`src/rtl/z80_port_latch_ctrl.sv`:
```
// Z80 I/O port decoder driving a kr1533ir23 octal register: captures the written
// byte, then issues one clean rising edge on latch_c per decoded write bus cycle.
//
// state    | meaning
// IDLE     | waiting for a decoded write
// SETUP    | latch_d stable, latch_c low for SETUP_CYCLES clocks
// STROBE   | latch_c high for two clocks
// WAIT_END | waiting for the bus cycle to end
module z80_port_latch_ctrl #(
  parameter logic [15:0] PORT_MASK    = 16'h8002,
  parameter logic [15:0] PORT_MATCH   = 16'h0000,
  parameter int unsigned SETUP_CYCLES = 1,
  parameter bit          LOCK_EN      = 1'b1,
  parameter int unsigned LOCK_BIT     = 5,
  parameter bit          OE_MODE      = 1'b0
) (
  input  logic        clk,
  input  logic        rst_n,
  input  logic [15:0] a,
  input  logic [7:0]  d_in,
  input  logic        iorq_n,
  input  logic        wr_n,
  input  logic        rd_n,
  input  logic        m1_n,
  output logic [7:0]  latch_d,
  output logic        latch_c,
  output logic        latch_oen,
  output logic        locked,
  output logic        busy
);

  localparam logic [1:0] IDLE     = 2'd0;
  localparam logic [1:0] SETUP    = 2'd1;
  localparam logic [1:0] STROBE   = 2'd2;
  localparam logic [1:0] WAIT_END = 2'd3;

  logic [1:0] iorq_sy, wr_sy, rd_sy, m1_sy;
  logic       s_iorq, s_wr, s_rd, s_m1;
  logic [1:0] sync_vld;
  logic       armed;
  logic       hit, wr_det, rd_det;
  logic [1:0] state;
  logic [3:0] cnt;

  always_ff @(posedge clk or negedge rst_n) begin
    if (!rst_n) begin
      iorq_sy  <= 2'b11;
      wr_sy    <= 2'b11;
      rd_sy    <= 2'b11;
      m1_sy    <= 2'b11;
      sync_vld <= 2'b00;
    end else begin
      iorq_sy  <= {iorq_sy[0], iorq_n};
      wr_sy    <= {wr_sy[0], wr_n};
      rd_sy    <= {rd_sy[0], rd_n};
      m1_sy    <= {m1_sy[0], m1_n};
      sync_vld <= {sync_vld[0], 1'b1};
    end
  end

  assign s_iorq = iorq_sy[1];
  assign s_wr   = wr_sy[1];
  assign s_rd   = rd_sy[1];
  assign s_m1   = m1_sy[1];

  // A write cycle still in progress across a reset must not strobe again:
  // writes are accepted only after the bus has been seen idle post-reset.
  always_ff @(posedge clk or negedge rst_n) begin
    if (!rst_n) armed <= 1'b0;
    else if (sync_vld[1] && (s_iorq || s_wr)) armed <= 1'b1;
  end

  assign hit    = ((a & PORT_MASK) == PORT_MATCH);
  assign wr_det = !s_iorq && !s_wr && s_rd && s_m1 && hit;
  assign rd_det = !s_iorq && !s_rd && s_wr && s_m1 && hit;

  always_ff @(posedge clk or negedge rst_n) begin
    if (!rst_n) begin
      state   <= IDLE;
      cnt     <= 4'd0;
      latch_d <= 8'h00;
      latch_c <= 1'b0;
      locked  <= 1'b0;
    end else begin
      case (state)
        IDLE: begin
          if (wr_det && armed) begin
            if (!locked) begin
              latch_d <= d_in;
              cnt     <= 4'(SETUP_CYCLES - 1);
              state   <= SETUP;
            end else begin
              state <= WAIT_END;
            end
          end
        end
        SETUP: begin
          if (cnt == 4'd0) begin
            state   <= STROBE;
            latch_c <= 1'b1;
            cnt     <= 4'd1;
            if (LOCK_EN && latch_d[LOCK_BIT]) locked <= 1'b1;
          end else begin
            cnt <= cnt - 4'd1;
          end
        end
        STROBE: begin
          if (cnt == 4'd0) begin
            latch_c <= 1'b0;
            state   <= WAIT_END;
          end else begin
            cnt <= cnt - 4'd1;
          end
        end
        WAIT_END: begin
          if (s_iorq || s_wr) state <= IDLE;
        end
        default: state <= IDLE;
      endcase
    end
  end

  always_ff @(posedge clk or negedge rst_n) begin
    if (!rst_n) latch_oen <= 1'b1;
    else        latch_oen <= OE_MODE ? !rd_det : 1'b0;
  end

  assign busy = (state != IDLE);

endmodule

```
`config.mk`:
```
export PLATFORM = sky130hd
export DESIGN_NAME = z80_port_latch_ctrl
export DESIGN_NICKNAME = d
export VERILOG_FILES = /design/src/rtl/z80_port_latch_ctrl.sv
export SDC_FILE = /design/constraint.sdc
export NUM_CORES = 1
export LEC_CHECK = 0
export CELL_PAD_IN_SITES_DETAIL_PLACEMENT = 0
export CELL_PAD_IN_SITES_GLOBAL_PLACEMENT = 2
export CORE_ASPECT_RATIO = 0.9
export CORE_MARGIN = 2
export CORE_UTILIZATION = 30
export DETAILED_ROUTE_END_ITERATION = 16
export GPL_ROUTABILITY_DRIVEN = 1
export PLACE_DENSITY_LB_ADDON = 0.1
export SETUP_SLACK_MARGIN = 0.2
export SLEW_MARGIN = 25
export SYNTH_ARGS = -nofsm -noshare
export SYNTH_HDL_FRONTEND = slang
export SYNTH_SLANG_ARGS = --single-unit
```
`constraint.sdc`:
```
create_clock -name clk -period 3.8 [get_ports clk]
set_input_delay 0.57 -clock clk [delete_from_list [all_inputs] [get_ports clk]]
set_output_delay 0.57 -clock clk [all_outputs]
set_load 0.01 [all_outputs]
```
# == Yosys cells after proc, flatten, opt, wreduce, memory -nomap -nowiden ==
# Cells that the tools add are included.
# totals
reg_bits,28
in_bits,30
output_inout_bits,12
# op_classes
n_addsub,1
n_eq_ne,9
mux,14
n_bitwise,1
n_reduce_logical,20
# op_table
operator,count
logical NOT 16 bit,1
two-way mux 4 bit,4
"inequality test 2 bit, second input constant",6
case mux 4 bit (3 select lines),1
two-way mux 2 bit,5
AND reduction 3 bit,3
case mux 2 bit (4 select lines),1
AND reduction 4 bit,2
logical AND 1 bit,6
"== test 2 bit, second input constant",2
logical NOT 4 bit,1
nonzero test 2 bit,2
"subtractor 4 x 1 -> 4 bit, second input constant",1
nonzero test 3 bit,1
"== test 2 x 1 -> 1 bit, second input constant",1
logical NOT 1 bit,2
logical NOT 2 bit,1
two-way mux 1 bit,2
case mux 1 bit (2 select lines),1
logical OR 1 bit,1
NOT 1 bit,1

# == Depth between registers and ports, before layout ==
# Gate-level depths: netlist of run 1.
# logic_depth
depth_word,8
mapped_depth,7
depth_no_buf,6

# == Worst setup path before layout of run 1 ==
# No wires, ideal clock.
# synth_timing
kind,register to register
startpoint,reg state[0]
endpoint,reg cnt[3]
arrival_time_ps,1503
required_ps,3724
path_slack_ps,2220
path_stages_with_launch,7
cell_sequence,dfrtp_1 > inv_1 > ha_1 > clkbuf_1 > o21ai_0 > or3_4 > o21ai_1
# synth_via
elab_chain_len,3
# synth_lines
element,line_no,rtl
from (decl),42,logic [1:0] state;
from (signal assigned),79,state <= IDLE;
from (signal assigned),91,state <= SETUP;
from (signal assigned),93,state <= WAIT_END;
"== test 2 bit, or another cell as far along",85,case (state)
inequality test 2 bit (no source line) or nonzero test 3 bit (tied branches),-,
AND reduction 4 bit (no source line),-,
to (signal assigned),90,cnt <= 4'(SETUP_CYCLES - 1);
to (signal assigned),104,cnt <= cnt - 4'd1;
to (signal assigned),112,cnt <= cnt - 4'd1;
to (decl),43,logic [3:0] cnt;
# Several ways; a longest one is shown, not always the timed one.
# A chain may end at the register's enable or synchronous reset.

# == Final worst setup path of run 1 ==
# layout_timing
startpoint,reg state[0]
endpoint,out busy
# layout_via
elab_chain_len,1
# layout_lines
element,line_no,rtl
nonzero test 2 bit,128,assign busy = (state != IDLE);
to (decl),29,output logic busy
# Every way passes these cells.

==> results of run 1 <==
placed cells by master, fill, tap and decap left out, drive strengths merged:
cell type | synthesis | routed
inv | 6 | 6
o21a | 1 | 1
nand2b | 4 | 4
and4bb | 1 | 1
nand4b | 1 | 1
or3 | 1 | 1
nand2 | 4 | 4
clkdlybuf4s50 | 0 | 26
ha | 6 | 6
conb | 2 | 2
nand4 | 1 | 1
o2bb2ai | 1 | 1
a32oi | 1 | 1
mux2 | 8 | 8
mux2i | 1 | 1
o22a | 1 | 1
o211ai | 1 | 1
o31ai | 2 | 2
dfrtp | 19 | 19
nor2 | 5 | 5
dfstp | 9 | 9
nor3b | 2 | 2
buf | 0 | 2
a21oi | 3 | 3
o32a | 1 | 1
nand3 | 1 | 1
nor3 | 4 | 4
o21ai | 6 | 6
clkbuf | 1 | 4
a31oi | 1 | 1
a21o | 2 | 2
power by group through the flow:
stage / Clock (mW) / Combinational [mW] / Sequential, mW
4_1_cts: 0.220 / 0.490 / 0.409
2_1_floorplan: 0 / 0.315 / 0.418
5_1_grt: 0.235 / 0.538 / 0.419
3_5_place_dp: 0 / 0.488 / 0.414
6_report: 0.210 / 0.485 / 0.408
3_3_place_gp: 0 / 0.483 / 0.412
layout make-up:
type	instances	area, um^2
well taps	48	60.1
flip-flops and latches	28	712
multi-input cells	61	490
repair buffers	28	273
clock buffers	4	66.3
fillers	396	2390
inverters	6	22.5
layer usage:
metal | share of wire | up-vias
met5 | 0 | -
met2 | 0.51 | 14
li1 | - | 395
met4 | 0.011 | 0
met3 | 0.038 | 4
met1 | 0.45 | 418
through the flow:
step | setup WS, ns | cells | area, um^2
finish | 1.43 | 175 | 1620
global route | 1.34 | 175 | 1620
CTS | 1.41 | 175 | 1620
detailed placement | 1.56 | 171 | 1560
global placement | 1.59 | 171 | 1560
floorplan | 2.22 | 96 | 1230
final timing paths:
kind,start,to
worst min register to register,iorq_sy[0],iorq_sy[1]
worst max register to register,cnt[0],state[0]
worst min-delay path,rst_n,state[0]
min in group clk,iorq_sy[0],iorq_sy[1]
max in group asynchronous,rst_n,m1_sy[1]
worst max-delay path,state[0],busy
flip-flops by register name, summed over array words and instances (netlist names), 2 cells and up:
| register | cells |
|---|---|
| state | 2 |
| latch_d | 8 |
| iorq_sy | 2 |
| wr_sy | 2 |
| rd_sy | 2 |
| cnt | 4 |
| sync_vld | 2 |
| m1_sy | 2 |
cells by family (layout without fill, tap and decap cells):
family / count (synthesis) / after routing / synth area share
flops: 28 / 28 / 0.579
simple gates: 24 / 24 / 0.130
compound gates: 20 / 20 / 0.120
mux: 9 / 9 / 0.0815
buf+inv: 7 / 38 / 0.0214
fa+ha+maj: 6 / 6 / 0.0611
other cells: 2 / 2 / 0.00611
critical path, cell delays in order, from the launching register on:
cell and delay (ns):
dfrtp_1 0.41, inv_1 0.08, ha_1 0.29, inv_1 0.17
clkdlybuf4s50_1 0.56
==> impl_metrics.toml, run 1 <==
[status]
status = "completed"

[power]
power.total_mw = 1.10
irDropWorstVdd_mv = 0.256
p_seq_frac = 0.370
p_int_uw = 712
power_density_nw_per_um2 = 679
p_clk_frac = 0.191
p_leak_nw = 0.716
combPwrFrac = 0.439
p_switching_uw = 392
switching_share = 0.355

[yosys]
netlist_area_um2 = 1230
ys_ff_latch = 28
synthTopCellsByArea = "dfrtp_1 39%, dfstp_2 19%, mux2_2 7.3%"
synth.avg_cell_area_um2 = 12.8
synth.most_common_cell = "dfrtp_1"
yosys_warnings = 0
synthTopCellsByCount = "19 x dfrtp_1, 9 x dfstp_2, 8 x mux2_2"
synthArstFlopShare = 1.00
netlist_instances = 96
synth_edf_count = 0
synth_largest_area_cell = "dfrtp_1"
synth_flop_cell = "dfrtp_1"
synthesis.nets = 132
seq_area_frac_synth = 0.579
synth_top_area_share = 0.387
ys_types = 31

[clock_network]
clock_sinks = 28
worst_skew_pair.late_latency_ns = 0.28
root_buffer = "clkbuf_8"
hold_buffers = 0
clockBufferDepth = 2
cts_setup_buffers = 0
h-tree-depth = 1
cts_tree = "done"
cts_buffers = 3
cts_resized = 0
clk_pin_slew_ns = 0.10

[run]
maxCapViolations = 0

[timing]
slew_headroom = 0.643
tns_ns = 0
finalMaxSlewViolations = 0
rsz0062_at_grt = "false"
tightest_slew_ns = 0.534
setup_viol = 0
skew_ns = 0.00682
min_period_over_period = 0.624
period_minus_slack_ns = 2.37
hold_slack_ns = 0.253
max_freq_ghz = 0.422
final_hold_viol_count = 0

[detailed_routing]
wire_per_inst_um = 12.8
postRouteAntennaNets = 0
routed-via-count = 831
wirelength_um = 2240
drc_errors = 0
drt_first_pass_iters = 4
drtIter0Drc = 45
via_per_inst = 4.75

[finish]
drive_gt1_frac = 0.228
antenna_cells = 0
utilization = 0.404
fin_nets = 164
syn_to_final_growth_pct = 32.2

[floorplan]
io_pins = 42
initial_core_util = 0.306
die_w_um = 71.5
chipHeight_um = 64.7
row_count = 22
core_area_um2 = 4020
die_area_um2 = 4620

[critical_path]
critical_path_arrival_ns = 1.80
path_class = "flip-flop to output port"
cp_max_fo = 6
crit_required_ns = 3.23
reg2reg_slack_ns = 2.00
start_kind = "flip-flop"
endpoint_kind = "output port"
r2r_cells = 5

[grt]
grt_pass1_wl_um = 3950
use_met2 = 0.175
grt.met1_usage = 0.141
grt.busiest_layer = "met2"
grt_max_degree = 25
antenna_found_initial = 0
use_met3 = 0.0404
grt_usage = 0.112
gr-total-overflow = 0
grt_pass1_vias = 835

[placed_design]
place_congestion = 0.694
port_buffers = 27
place_hpwl_um = 1670

[worst_hold_path]
hold_class = "input port to async pin"
Power figures use the tool's default switching activity.
==> run 2: changes to the inputs <==
Settings changed: CORE_UTILIZATION 30 to 28.
Clock period 3.8 ns to 2.5 ns, I/O delays scaled along.
==> impl_metrics.toml, run 2 (synthesis gave the netlist of run 1 again) <==
[critical_path]
cp_top_family = "buffers and inverters"
cp_max_fo = 6
r2r-start = "cnt[0]"
endpoint_kind = "output port"
crit_required_ns = 2.12
start_kind = "flip-flop"
reg2reg_slack_ns = 0.72
slowest_delay_ns = 0.56
critPathBufInv = 3
r2r_cells = 5
critical_path_arrival_ns = 1.79
crit_path_end = "busy"
crit_top_cell = "inv_1"
cp.depth = 4
startpoint = "state[0]"
crit_chain = "inv_1 -> ha_1 -> inv_1 -> clkdlybuf4s50_1"
path_class = "flip-flop to output port"
timing.rr.end = "state[0]"
crit_slowest_cell = "clkdlybuf4s50_1"

[finish]
n_fill_cell = 411
largest_reg_flops = 8
fin_nets = 164
syn_to_final_growth_pct = 33.8
largest_register = "latch_d"
reg_top3 = "latch_d: 8 flops, cnt: 4 flops"
drive_gt1_frac = 0.220
mostFrequentLayoutCell = "clkdlybuf4s50_1"
antenna_cells = 0
final_cell_mix = "27 x clkdlybuf4s50_1, 19 x dfrtp_1, 9 x dfstp_2"

[clock_network]
cts_tree = "done"
h-tree-depth = 1
root_buffer = "clkbuf_8"
cts_buffers = 3
clock_sinks = 28
worst_skew_pair.late_latency_ns = 0.27
cts_setup_buffers = 0
cts_resized = 0
hold_buffers = 0
clk_pin_slew_ns = 0.10
clockBufferDepth = 2

[grt]
grt_pass1_wl_um = 3870
antenna_found_initial = 0
grt_usage = 0.106
grt_max_degree = 29
grt_pass1_vias = 818
gr-total-overflow = 0

[timing]
period_minus_slack_ns = 2.16
skew_ns = 0.00751
setup_viol = 0
tns_ns = 0
max_freq_ghz = 0.462
rsz0062_at_grt = "false"
min_period_over_period = 0.865
slew_headroom = 0.648
final_hold_viol_count = 0
finalMaxSlewViolations = 0
tightest_slew_ns = 0.525

[floorplan]
die_w_um = 73.8
row_count = 22
chipHeight_um = 66.8
core_area_um2 = 4160
die_area_um2 = 4930
initial_core_util = 0.296
io_pins = 42

[detailed_routing]
wirelength_um = 2280
postRouteAntennaNets = 0
drt_first_pass_iters = 4
drc_errors = 0
wire_per_inst_um = 12.2
via_per_inst = 4.32
drtIter0Drc = 19
routed-via-count = 807

[power]
power_density_nw_per_um2 = 1020
p_leak_nw = 0.716
irDropWorstVdd_mv = 0.322
power.total_mw = 1.67

[status]
status = "completed"

[placed_design]
place_congestion = 0.656
place_hpwl_um = 1640
port_buffers = 27

[run]
maxCapViolations = 0

[worst_hold_path]
hold_class = "flip-flop to flip-flop"
run 2: cell count changes in the layout (fill, tap and decap cells not counted), sizes merged:
| cell | before | now |
|---|---|---|
| buf | 2 | 1 |
| clkdlybuf4s50 | 26 | 27 |
run 2: power by group:
part,switching [mW],internal [mW]
Clock,0.142,0.174
Combinational,0.376,0.357
Sequential,0.0680,0.552
run 2: final cells by class:
class | count | area [um^2] | share of cell area
clock buffers | 4 | 66.3 | 0.0403
inverters | 6 | 22.5 | 0.0137
multi-input cells | 61 | 490 | 0.298
flip-flops and latches | 28 | 712 | 0.433
well taps | 60 | 75.1 | 0.0457
repair buffers | 28 | 278 | 0.169
run 2: worst min-delay path by stage:
| stage | startpoint | end | slack [ns] | depth (start not counted) |
|---|---|---|---|---|
| after floorplan | rst_n | armed | 0.08 | 0 |
| after global placement | sync_vld[0] | sync_vld[1] | 0.34 | 0 |
| after detailed placement | sync_vld[0] | sync_vld[1] | 0.33 | 0 |
| after CTS | sync_vld[0] | sync_vld[1] | 0.36 | 0 |
| after global routing | wr_sy[0] | wr_sy[1] | 0.37 | 0 |
| final | sync_vld[0] | sync_vld[1] | 0.35 | 0 |
run 2: per-layer routing:
layer	track usage	vias up	wire, um
met5	0	-	0
met4	0.0341	0	22
met3	0.0272	2	89
met2	0.169	15	1060
met1	0.139	397	1110
li1	-	393	-
run 2: stage by stage:
step                instances  utilization  hold WS (ns)  setup slack [ns]  instance area (um^2)
global placement          183        0.380         0.335             0.478                  1580
finish                    187        0.396         0.355             0.338                  1640
CTS                       187        0.396         0.359             0.327                  1640
detailed placement        183        0.380         0.335             0.473                  1580
floorplan                  96            -        0.0794             0.920                  1230
global route              187        0.396         0.366             0.243                  1640
==> run 3: changes to the inputs <==
Settings changed: CORE_UTILIZATION 28 to 30, SLEW_MARGIN 25 to not set.
Clock period 2.5 ns to 2.6 ns, I/O delays scaled along.
==> impl_metrics.toml, run 3 (synthesis gave the netlist of run 1 again) <==
[grt]
grt_pass1_vias = 837
grt_pass1_wl_um = 3870
grt_max_degree = 29
grt_usage = 0.109
gr-total-overflow = 0
antenna_found_initial = 0

[power]
irDropWorstVdd_mv = 0.334
power_density_nw_per_um2 = 987
p_leak_nw = 0.716

[finish]
fin_nets = 164
reg_top3 = "latch_d: 8 flops, cnt: 4 flops"
mostFrequentLayoutCell = "clkdlybuf4s50_1"
multi_input_area_um2 = 490
largest_reg_flops = 8
seq_area_um2 = 712
n_fill_cell = 403
antenna_cells = 0
syn_to_final_growth_pct = 32.6
utilization = 0.405
drive_gt1_frac = 0.220
largest_register = "latch_d"
final_cell_mix = "27 x clkdlybuf4s50_1, 19 x dfrtp_1, 9 x dfstp_2"

[floorplan]
io_pins = 42
initial_core_util = 0.306
row_count = 22
die_w_um = 71.5
die_area_um2 = 4620
core_area_um2 = 4020
chipHeight_um = 64.7

[clock_network]
cts_tree = "done"
clockBufferDepth = 2
cts_buffers = 3
cts_setup_buffers = 0
cts_resized = 0
h-tree-depth = 1
root_buffer = "clkbuf_8"
clk_pin_slew_ns = 0.10
hold_buffers = 0
clock_sinks = 28
worst_skew_pair.late_latency_ns = 0.27

[critical_path]
slowest_delay_ns = 0.56
start_kind = "flip-flop"
cp_max_fo = 6
critical_path_arrival_ns = 1.78
crit_slowest_cell = "clkdlybuf4s50_1"
crit_required_ns = 2.21
path_class = "flip-flop to output port"
endpoint_kind = "output port"
crit_top_cell = "inv_1"
crit_chain = "inv_1 -> ha_1 -> inv_1 -> clkdlybuf4s50_1"

[run]
maxCapViolations = 0

[timing]
finalMaxSlewViolations = 0
tightest_slew_ns = 0.529
setup_viol = 0
slew_headroom = 0.645
hold_slack_ns = 0.354
final_hold_viol_count = 0
min_period_over_period = 0.833
max_freq_ghz = 0.462
period_minus_slack_ns = 2.17
rsz0062_at_grt = "false"
tns_ns = 0
skew_ns = 0.00691

[detailed_routing]
wire_per_inst_um = 13.0
drt_first_pass_iters = 4
drtIter0Drc = 22
postRouteAntennaNets = 0
drc_errors = 0
wirelength_um = 2270
via_per_inst = 4.57
routed-via-count = 800

[worst_hold_path]
hold_class = "flip-flop to flip-flop"

[status]
status = "completed"

[placed_design]
place_congestion = 0.694
place_hpwl_um = 1650
port_buffers = 27
[run 3: cell counts in the layout (fill, tap and decap cells not counted)]
No cell type changed its count.
[run 3: path summary, 6_finish.rpt]
path / cells past startpoint / slack [ns] / start / to
setup / recovery: 4 / 0.43 / state[0] / busy
hold / removal: 0 / 0.35 / sync_vld[0] / sync_vld[1]
setup reg to reg: 5 / 0.81 / cnt[0] / state[0]
hold reg to reg: 0 / 0.35 / sync_vld[0] / sync_vld[1]
max in group asynchronous: 2 / 1.81 / rst_n / latch_oen
min in group asynchronous: 2 / 0.48 / rst_n / state[0]
[run 3: routing by layer]
layer | vias up | part of all wire | GRT usage
met3 | 2 | 0.033 | 0.0373
met4 | 0 | 0.0097 | 0.0354
li1 | 395 | - | -
met1 | 391 | 0.46 | 0.146
met2 | 12 | 0.49 | 0.166
met5 | - | 0 | 0
[run 3: power breakdown]
part	total, mW	internal, mW	switching, mW
Sequential	0.597	0.530	0.0669
Combinational	0.708	0.344	0.364
Clock	0.303	0.168	0.135
Total	1.61	1.04	0.566
[run 3: area by class of cell]
cell class | count | area share
Clock buffer | 4 | 0.0407
Inverter | 6 | 0.0138
Multi-Input combinational cell | 61 | 0.301
Sequential cell | 28 | 0.437
Tap cell | 48 | 0.0369
Timing Repair Buffer | 28 | 0.171
[run 3: critical path, delay by kind of cell (launching register included)]
family	cells	cell delay, ns
buffers and inverters	3	0.81
flip-flops	1	0.41
adder cells (fa/ha/maj)	1	0.28
[run 3: per-stage QoR]
step	cell area [um^2]	power (mW)	setup WS, ns	instances
6_report	1630	1.61	0.435	175
5_1_grt	1630	1.74	0.326	175
4_1_cts	1630	1.64	0.388	175
3_5_place_dp	1560	1.32	0.555	171
3_3_place_gp	1560	1.31	0.568	171
2_1_floorplan	1230	1.07	1.02	96
